**config.mk**
```make
export PLATFORM = sky130hd
export DESIGN_NAME = muldiv_unit
export DESIGN_NICKNAME = d
export VERILOG_FILES = /design/src/rtl/muldiv_unit.sv
export SDC_FILE = /design/constraint.sdc
export NUM_CORES = 1
export LEC_CHECK = 0
export BUFFER_PORTS_ARGS = -buffer_cell sky130_fd_sc_hd__clkbuf_2
export CORE_MARGIN = 2
export CORE_UTILIZATION = 40
export DETAILED_ROUTE_END_ITERATION = 16
export SYNTH_ARGS = -nofsm -noshare
export SYNTH_HDL_FRONTEND = slang
export SYNTH_SLANG_ARGS = --single-unit
```
**constraint.sdc**
```tcl
create_clock -name clock -period 7.1 [get_ports clock]
set_input_delay 0.355 -clock clock [delete_from_list [all_inputs] [get_ports clock]]
set_output_delay 0.355 -clock clock [all_outputs]
set_load 0.005 [all_outputs]
```
**src/rtl/muldiv_unit.sv**
```systemverilog
// muldiv_unit: iterative multiply/divide unit with HI/LO result registers.
//   The core stalls on busy while MULT/MULTU/DIV/DIVU run over WIDTH+1 edges:
//   WIDTH iteration edges in CALC, then one sign-fix/write edge in FIX.
//   HI/LO can be read at any time and are written by MTHI/MTLO while idle.
// Ports:
//   clock        system clock, rising edge
//   reset        asynchronous, active-low
//   start        begin an operation (sampled only when idle)
//   op[1:0]      00 MULT, 01 MULTU, 10 DIV, 11 DIVU
//   a, b         rs / rt operands (latched at start)
//   mthi, mtlo   write a into hi / lo while idle and not starting
//   busy         operation in progress
//   done         one-cycle pulse when new hi/lo first become visible
//   hi, lo       HI (product upper / remainder), LO (product lower / quotient)
module muldiv_unit #(
   parameter int WIDTH = 32
) (
   input  logic             clock,
   input  logic             reset,
   input  logic             start,
   input  logic [1:0]       op,
   input  logic [WIDTH-1:0] a,
   input  logic [WIDTH-1:0] b,
   input  logic             mthi,
   input  logic             mtlo,
   output logic             busy,
   output logic             done,
   output logic [WIDTH-1:0] hi,
   output logic [WIDTH-1:0] lo
);

   localparam int CW = $clog2(WIDTH + 1);
   localparam logic [CW-1:0] LAST = CW'(WIDTH - 1);

   localparam logic [1:0] S_IDLE = 2'd0;
   localparam logic [1:0] S_CALC = 2'd1;
   localparam logic [1:0] S_FIX  = 2'd2;

   logic [1:0]         state;
   logic               is_div;
   logic               neg_q;   // negate product / quotient
   logic               neg_r;   // negate remainder (signed divide with negative dividend)
   logic               divz;    // divisor was zero
   logic [WIDTH-1:0]   mb;      // |b| (raw b for unsigned ops)
   logic [2*WIDTH-1:0] acc;     // mult: {partial, multiplier}; div: {remainder, dividend/quotient}
   logic [CW-1:0]      cnt;

   // Operand magnitudes and signs at start; unsigned ops have op[0]=1.
   logic             sa, sb;
   logic [WIDTH-1:0] abs_a, abs_b;
   assign sa    = a[WIDTH-1] & ~op[0];
   assign sb    = b[WIDTH-1] & ~op[0];
   assign abs_a = sa ? -a : a;
   assign abs_b = sb ? -b : b;

   // Multiply step: add multiplicand into the upper half when the LSB is set,
   // then shift the whole accumulator right (carry lands in the top bit).
   logic [WIDTH-1:0]   mb_sel;
   logic [WIDTH:0]     mul_sum;
   logic [2*WIDTH-1:0] mul_next;
   assign mb_sel   = acc[0] ? mb : {WIDTH{1'b0}};
   assign mul_sum  = {1'b0, acc[2*WIDTH-1:WIDTH]} + {1'b0, mb_sel};
   assign mul_next = {mul_sum, acc[WIDTH-1:1]};

   // Restoring-divide step: shift the next dividend bit into the remainder
   // (needs WIDTH+1 bits), trial-subtract, keep the result if no borrow.
   logic [WIDTH:0]     rem_sh, diff;
   logic               qbit;
   logic [2*WIDTH-1:0] div_next;
   assign rem_sh   = {acc[2*WIDTH-1:WIDTH], acc[WIDTH-1]};
   assign diff     = rem_sh - {1'b0, mb};
   assign qbit     = ~diff[WIDTH];
   assign div_next = {(qbit ? diff[WIDTH-1:0] : rem_sh[WIDTH-1:0]), acc[WIDTH-2:0], qbit};

   // Sign correction. For a zero divisor the remainder naturally ends up as |a|,
   // so restoring the dividend sign yields the original a; only lo needs forcing.
   // 0x80000000 / -1 falls out as quotient 0x80000000 (negation wraps), remainder 0.
   logic [2*WIDTH-1:0] prod;
   logic [WIDTH-1:0]   quot, rem, q_fix, r_fix;
   assign prod  = neg_q ? -acc : acc;
   assign quot  = acc[WIDTH-1:0];
   assign rem   = acc[2*WIDTH-1:WIDTH];
   assign q_fix = divz ? {WIDTH{1'b1}} : (neg_q ? -quot : quot);
   assign r_fix = neg_r ? -rem : rem;

   assign busy = (state != S_IDLE);

   always_ff @(posedge clock or negedge reset) begin
      if (!reset) begin
         state  <= S_IDLE;
         is_div <= 1'b0;
         neg_q  <= 1'b0;
         neg_r  <= 1'b0;
         divz   <= 1'b0;
         mb     <= '0;
         acc    <= '0;
         cnt    <= '0;
         hi     <= '0;
         lo     <= '0;
         done   <= 1'b0;
      end else begin
         done <= 1'b0;
         case (state)
            S_IDLE: begin
               if (start) begin
                  // start takes priority over a coincident mthi/mtlo
                  state  <= S_CALC;
                  is_div <= op[1];
                  neg_q  <= sa ^ sb;
                  neg_r  <= op[1] & sa;
                  divz   <= op[1] & (b == '0);
                  mb     <= abs_b;
                  acc    <= {{WIDTH{1'b0}}, abs_a};
                  cnt    <= '0;
               end else begin
                  if (mthi) hi <= a;
                  if (mtlo) lo <= a;
               end
            end
            S_CALC: begin
               acc <= is_div ? div_next : mul_next;
               cnt <= cnt + CW'(1);
               if (cnt == LAST) state <= S_FIX;
            end
            S_FIX: begin
               if (is_div) begin
                  hi <= r_fix;
                  lo <= q_fix;
               end else begin
                  hi <= prod[2*WIDTH-1:WIDTH];
                  lo <= prod[WIDTH-1:0];
               end
               done  <= 1'b1;
               state <= S_IDLE;
            end
            default: state <= S_IDLE;
         endcase
      end
   end

endmodule
```
==> summary.md, run 1 <==
| Metric | Value |
|---|---|
| Outcome | finished with violations |
| Failing checks | negative hold slack |
| Clock share of power | 11.4% |
| Post-Synthesis Cells | 1,709 |
| Core Area | 0.0347 mm^2 |
| Postcts setup bufs | 0 |
| Setup TNS | 0 ps |
| Multiplexer share of the synthesized area | 3.90% |
| Combinational Power Share | 64.3% |
| Die span in y | 192 um |
| Post-Synth XOR/XNOR Area | 9.99% |
| Die ar. | 0.0370 mm^2 |
| Setup WS post-layout | 3130 ps |
| Top_reg_cell synth | dfrtp_1 |
| Cell taking the most area after synthesis | dfrtp_1 |
| PwrDens | 550 mW/mm^2 |
| Req. time, crit path | 7440 ps |
| Post-Syn Nets | 1,851 |
| Post-synthesis simple-gate area fraction | 16.6% |
| First drt pass iteration count | 5 |
| Final Hold Viols | 9 |
| Max Cap Viol | 0 |
| Worst skew pair latency | 450 ps |
| Post-synthesis adder-cell area fraction | 6.36% |
| Proportion of netlist area held by the largest area contributor | 30.5% |
| Initial Util | 40.9% |
| Layout Cells excl Fill | 2,259 |
| Worst r2r dst | acc[33] |
| Area contributors post-synth | dfrtp_1, ha_1, o21ai_0, a21oi_1, xor2_1 |
| Net switching power | 4.35 mW |
| Chip width | 192 um |
| Area grow syn2layout | 11.3% |
| Root buf cell | clkbuf_16 |
| Starting DRT DRC Count | 1,062 |
| GRT Util Overall | 25.0% |
| Placed Area | 0.0152 mm^2 |
| Pre-CTS setup slack | 3230 ps |
| Synth cell types | 81 |
| # IOs | 137 |
| Max Slew Vio Count | 0 |
| H-tree Lvls | 4 |
| Sw Share | 50.0% |
| Peak VDD IR | 0.244 mV |
| Fin area | 0.0158 mm^2 |
| Grt ovf | 0 |
| Residual DRC | 0 |
| Clock Tree Buf Depth | 2 |
| TritonCTS Buffers | 17 |
| Max-slew headroom | 26.1% |
| Setup skew after layout | 12.0 ps |
| Setup-failing EPs final | 0 |
| CTS tree | done |
| Hold_ws | -4.98 ps |
| RSZ-0062 raised after global routing | no |
| Critical Path AT | 4310 ps |
| Synth Area in Compound Gates | 27.9% |
| FILL cells | 3,503 |
| Vias | 13,500 |
| Synth warnings | 0 |
| Detailed Place HPWL | 33,900 um |
| Internal power | 4.34 mW |
| Syn_area_per_cell | 8.31 um^2 |
| Worst Path Max Fanout | 13 |
| Clk slew on worst S/H paths | 80 ps |
| Post-synth EDFFs | 0 |
| Nets | 1,933 |
| Antenna-violating nets left | 0 |
| # hold bufs at CTS | 0 |
| Reg2Reg Setup Slack | 3130 ps |
| N_diodes | 0 |
| Mapped cell area | 0.0142 mm^2 |
| Clk sink count | 173 |
| Routed Wire Length | 45,700 um |
| Largest family of logic cells by synthesized area | compound AO/OA/AOI/OAI gates |
| Flops & latches, synth | 173 |
| Largest net degree at the start of global routing | 106 |
| HP Class | in -> async |
| Crit path kind | reg -> reg |
| LEAKAGE | 6.85 nW |
| Ys async rst share | 100% |
| F_max | 252 MHz |
| First-pass GRT wire length | 72,000 um |
| Vias per cell | 5.97 |
| FF-to-FF path depth | 13 |
| DP Cell Count | 2,227 |
| I/O Buffers | 136 |
| Gp weighted congestion | 0.960 |
| Startpoint types | register |
| Critical Path Sink Type | register |
| Initial antenna violation count | 1 |
| Worst-margin pin slew | 1110 ps |
| Post-DR wirelength/cell | 20.2 um |
| Total power | 8.69 mW |
| Sequential share of the synthesized area | 30.5% |
| FF-to-FF Start | acc[31] |
| Tcrit/Tclk final | 56.0% |
| CTS resizes | 0 |
| Crit path time final | 3970 ps |
| Rows | 68 |
| Share of post-route cells with drive strength above 1 | 12.9% |
| Number of global-route vias before repair | 12,800 |
| Seq pwr share | 24.4% |
==> area by class of cell <==
type	count	area [um^2]	share of cell area [%]
multi-input combinational	1379	9220	58.3
clock inverter	13	151	0.959
clock buffer	19	443	2.80
timing repair buffer	158	852	5.39
sequential	173	4330	27.4
inverter	62	233	1.47
tap	455	569	3.60
==> stage by stage <==
stage          utilization, %  hold WS, ps
2_1_floorplan               -         59.4
3_3_place_gp             43.8          462
3_5_place_dp             43.8          472
4_1_cts                  45.5         65.7
5_1_grt                  45.5          102
6_report                 45.5        -4.98
==> how the worst max path moves through the flow <==
| stage | cells past startpoint | from | endpoint | slack (ps) |
|---|---|---|---|---|
| after floorplan | 13 | acc[31] | acc[40] | 4120 |
| after global placement | 13 | acc[31] | acc[51] | 3320 |
| after detailed placement | 13 | acc[31] | acc[33] | 3230 |
| after CTS | 13 | acc[31] | acc[33] | 3200 |
| after global routing | 13 | acc[31] | acc[33] | 2950 |
| final | 13 | acc[31] | acc[33] | 3130 |
==> synth_stat cells (10+ instances only) <==
| cell | n |
|---|---|
| a211oi_1 | 42 |
| nor2_1 | 120 |
| nand2b_1 | 26 |
| o31ai_1 | 25 |
| and2_1 | 15 |
| o21ai_1 | 10 |
| clkbuf_1 | 73 |
| inv_1 | 60 |
| o21ai_0 | 171 |
| a21o_1 | 28 |
| nor2b_1 | 17 |
| a221o_1 | 36 |
| dfrtp_1 | 173 |
| or3_1 | 25 |
| nand2_1 | 140 |
| o211ai_1 | 13 |
| nor4_1 | 15 |
| a22oi_1 | 46 |
| xnor2_1 | 79 |
| a21oi_1 | 164 |
| nand3_1 | 21 |
| and3_1 | 12 |
| xor2_1 | 83 |
| ha_1 | 69 |
| a31oi_1 | 11 |
| mux2i_1 | 53 |
| nor3_1 | 39 |
==> per-layer routing <==
layer  track usage [%]  part of all wire (%)
met2              39.9                    45
met4              7.25                   1.9
met1              35.1                    46
met3              3.66                   7.0
met5             0.962                  0.10
==> state kept, by name, summed over array words and instances, names as in the netlist <==
register,cells
divz,1
neg_q,1
hi,32
cnt,6
acc,64
done,1
mb,32
is_div,1
neg_r,1
lo,32
state,2
==> power groups by stage <==
stage | registers [mW] | logic, mW | clock network (mW)
2_1_floorplan | 1.88 | 4.18 | 0
3_3_place_gp | 2.10 | 5.43 | 0
3_5_place_dp | 2.12 | 5.48 | 0
4_1_cts | 2.10 | 5.51 | 1.01
5_1_grt | 2.19 | 6.19 | 1.05
6_report | 2.12 | 5.58 | 0.988
==> logic make-up after synthesis <==
| kind of cell | count (synthesis) |
|---|---|
| compound gates | 617 |
| fa+ha+maj | 71 |
| flops | 173 |
| xor+xnor | 162 |
| buf+inv | 157 |
| mux | 55 |
| simple gates | 474 |
==> cells in the final DEF, fill, tap and decap left out, types with 42 or more instances in the layout <==
cell type  instances
xor2_1            83
ha_1              69
o21ai_0          171
mux2i_1           53
a211oi_1          42
nor2_1           118
dfrtp_1          172
xnor2_1           79
nand2_1          140
clkbuf_2         135
a21oi_1          164
inv_1             60
a22oi_1           46
==> critical path, stage by stage (launching register included) <==
cell,delay [ps]
dfrtp_1,420
inv_1,110
ha_1,230
fa_1,390
nor2b_1,220
o31ai_1,120
a21o_1,200
a21oi_1,260
o2111ai_1,180
a21boi_0,390
buf_4,250
or2_1,580
o21ai_0,180
a221o_1,330
(Power assumes the default switching activity.)
==> run 2: changes to the inputs <==
--- a/config.mk
+++ b/config.mk
@@ -5,6 +5,7 @@
 export SDC_FILE = /design/constraint.sdc
 export NUM_CORES = 1
 export LEC_CHECK = 0
+export ABC_AREA = 1
 export BUFFER_PORTS_ARGS = -buffer_cell sky130_fd_sc_hd__clkbuf_2
 export CORE_MARGIN = 2
 export CORE_UTILIZATION = 40
==> constraint.sdc (replaced) <==
create_clock -name clock -period 3.9 [get_ports clock]
set_input_delay 0.195 -clock clock [delete_from_list [all_inputs] [get_ports clock]]
set_output_delay 0.195 -clock clock [all_outputs]
set_load 0.005 [all_outputs]
==> run 2 against run 1 <==
Compared with the run above: the run now ends clean; maximum frequency up 28%; worst setup slack worse by 2300 ps; synthesized cell count up 69%; cell count up 57%; highest routed layer is now met4.
==> summary.md, run 2 <==
| Metric | Value |
|---|---|
| Clk sink count | 173 (unchanged) |
| Postcts setup bufs | 0 (unchanged) |
| HP Class | in -> reg |
| Nets | 3,138 (+62%) |
| Grt ovf | 0 (unchanged) |
| F_max | 323 MHz (+28%) |
| CTS tree | done |
| Post-Synthesis Cells | 2,892 (+69%) |
| Initial Util | 40.7% (-0.21 points) |
| Req. time, crit path | 4250 ps (-3190 ps) |
| Leading post-synthesis cells by instance count | nand2_1, inv_1, nor2_1 |
| FF-to-FF path depth | 19 (+6) |
| Ys async rst share | 100% (unchanged) |
| Die ar. | 0.0445 mm^2 (+20%) |
| GRT Util Overall | 32.9% (+7.9 points) |
| Gp weighted congestion | 0.988 (+2.9%) |
| Proportion of netlist area held by the largest area contributor | 25.3% (-5.2 points) |
| Max Slew Vio Count | 0 (unchanged) |
| Most common cell after layout, fill and taps aside | nand2_1 |
| Reg2Reg Setup Slack | 810 ps (-2320 ps) |
| Max reg flops | 64 (unchanged) |
| Tcrit/Tclk final | 79.3% (+23 points) |
| Worst Path Max Fanout | 41 (+28) |
| Critical Path Sink Type | register |
| Post-DR wirelength/cell | 20.8 um (+2.7%) |
| Worst Hold Launch | b[20] |
| Sequential share of the synthesized area | 25.3% (-5.2 points) |
| RSZ-0062 raised after global routing | no |
| Synth cell types | 55 (-32%) |
| FF-to-FF Start | acc[31] |
| Initial antenna violation count | 0 (-1) |
| Worst skew pair latency | 470 ps (+20 ps) |
| Clock Tree Buf Depth | 2 (unchanged) |
| Area grow syn2layout | 10.9% |
| CTS resizes | 0 (unchanged) |
| Most frequent cells in the layout | nand2_1, inv_1, o21ai_0, nor2_1, nand3_1 |
| Flops & latches, synth | 173 (unchanged) |
| Setup-failing EPs final | 0 (unchanged) |
| Mapped cell area | 0.0171 mm^2 (+21%) |
| Hold Crit Endpoint | mb[20] |
| DP Cell Count | 3,515 (+58%) |
| Largest net degree at the start of global routing | 74 (-30%) |
| Hold depth | 4 |
| N_diodes | 0 (unchanged) |
| Crit path kind | reg -> reg |
| Max-slew headroom | 25.5% (-0.59 points) |
| Layout Cells excl Fill | 3,547 (+57%) |
| First-pass GRT wire length | 110,000 um (+53%) |
| Final Hold Viols | 0 (-9) |
| Core Area | 0.0421 mm^2 (+21%) |
| Rows | 75 (+10%) |
| Residual DRC | 0 (unchanged) |
| Setup skew after layout | 12.6 ps (+0.543 ps) |
| Chip width | 211 um (+9.7%) |
| Area contributors post-synth | dfrtp_1, nand2_1, inv_1, o21ai_0, nand3_1 |
| Detailed Place HPWL | 58,800 um (+74%) |
| Top_reg_cell synth | dfrtp_1 |
| # IOs | 137 (unchanged) |
| Post-Syn Nets | 3,034 (+64%) |
| Largest reg by FF count | acc |
| Syn_area_per_cell | 5.93 um^2 (-29%) |
| Top-count cell post-synth | nand2_1 |
| Setup TNS | 0 ps (unchanged) |
| Post-synth EDFFs | 0 (unchanged) |
| Share of post-route cells with drive strength above 1 | 8.98% (-3.9 points) |
| Vias per cell | 5.58 (-6.7%) |
| Synth warnings | 0 (unchanged) |
| Cell taking the most area after synthesis | dfrtp_1 |
| PwrDens | 997 mW/mm^2 (+81%) |
| Max Cap Viol | 0 (unchanged) |
| Die span in y | 211 um (+9.7%) |
| Number of global-route vias before repair | 18,500 (+44%) |
| Antenna-violating nets left | 0 (unchanged) |
| Worst-margin pin slew | 1110 ps (+7.46 ps) |
| H-tree Lvls | 4 (unchanged) |
| Vias | 19,800 (+47%) |
| Worst r2r dst | acc[50] |
| Routed Wire Length | 73,700 um (+61%) |
| Startpoint types | register |
| FILL cells | 4,605 (+31%) |
| Total power | 19.0 mW (+120%) |
| I/O Buffers | 136 (unchanged) |
| Clk slew on worst S/H paths | 80 ps (about the same) |
| Outcome | completed |
| TritonCTS Buffers | 17 (unchanged) |
| Starting DRT DRC Count | 2,182 (+110%) |
| Peak VDD IR | 0.491 mV (+100%) |
| Root buf cell | clkbuf_16 |
| LEAKAGE | 9.98 nW (+46%) |
| Critical Path AT | 3450 ps (-860 ps) |
| First drt pass iteration count | 6 (+1) |
| Crit path time final | 3090 ps (-880 ps) |
-- run 2: worst max-delay path by stage --
stage               startpoint  endpoint  slack [ps]  cells past startpoint
floorplan               acc[0]   acc[58]        1570                     18
global placement       acc[31]   acc[59]         960                     19
detailed placement     acc[31]   acc[59]         880                     19
CTS                    acc[31]   acc[58]         860                     19
global route           acc[31]   acc[59]         520                     19
finish                 acc[31]   acc[50]         810                     19
-- run 2: kinds of logic (layout without fill, tap and decap cells) --
group | count (synthesis) | after routing | synth area share (%)
buffers and inverters | 510 | 626 | 11.4
adders and majority gates | 71 | 71 | 5.27
AOI/OAI and AO/OA | 543 | 543 | 17.5
and+or+nand+nor | 1545 | 1545 | 38.0
DFF | 173 | 173 | 25.3
xor gates and xnor gates | 50 | 50 | 2.55
-- run 2: layout make-up --
class                   count  area (um^2)  share of cell area, %
well taps                 539          674                   3.55
inverters                 416         1560                   8.22
flip-flops and latches    173         4330                   22.8
clock inverters            12          104                  0.546
repair buffers            179         1020                   5.39
multi-input cells        2209        10900                   57.2
clock buffers              19          433                   2.28
-- run 2: worst max-delay path, cell delays in order, from the launching register on --
cell and delay (ps):
dfrtp_1 440, inv_2 100, ha_1 220, fa_1 360, inv_1 80, nand2_1 60, nand2_1 120, nand3_1 100
nand2_2 110, nand2_1 70, nand2_2 100, nand2_2 80, nand2_2 90, nand2_4 80, nand2_4 410, inv_4 210
nand2_1 110, nand3_1 80, nand2_1 80, nand2_1 50
-- run 2: stage by stage --
| stage | hold slack, ps | setup WS, ps | area [um^2] | utilization (%) |
|---|---|---|---|---|
| floorplan | -101 | 1570 | 17100 | - |
| global placement | 264 | 959 | 18500 | 43.8 |
| detailed placement | 271 | 876 | 18500 | 43.8 |
| CTS | 33.9 | 859 | 19000 | 45.1 |
| global route | 59.8 | 525 | 19000 | 45.1 |
| finish | 38.5 | 806 | 19000 | 45.1 |
-- run 2: what timing repair did --
| action | CTS | global route |
|---|---|---|
| hold buffers | 1 | 0 |
| setup endpoints to repair | 0 | 0 |
| hold endpoints to repair | 71 | 0 |
-- run 2: report_power, final --
part / total [mW] / switching (mW) / leakage [nW] / internal, mW
combinational: 13.6 / 9.27 / 7.60 / 4.28
clock: 1.70 / 0.873 / 0.247 / 0.829
sequential: 3.71 / 1.03 / 2.14 / 2.69
-- run 2: metal layers --
layer	GRT usage (%)	vias to the layer above	wire [um]
li1	-	9578	-
met1	42.2	9136	31100
met2	52.1	879	32700
met3	5.16	183	5070
met4	20.4	0	4790
met5	0	-	0
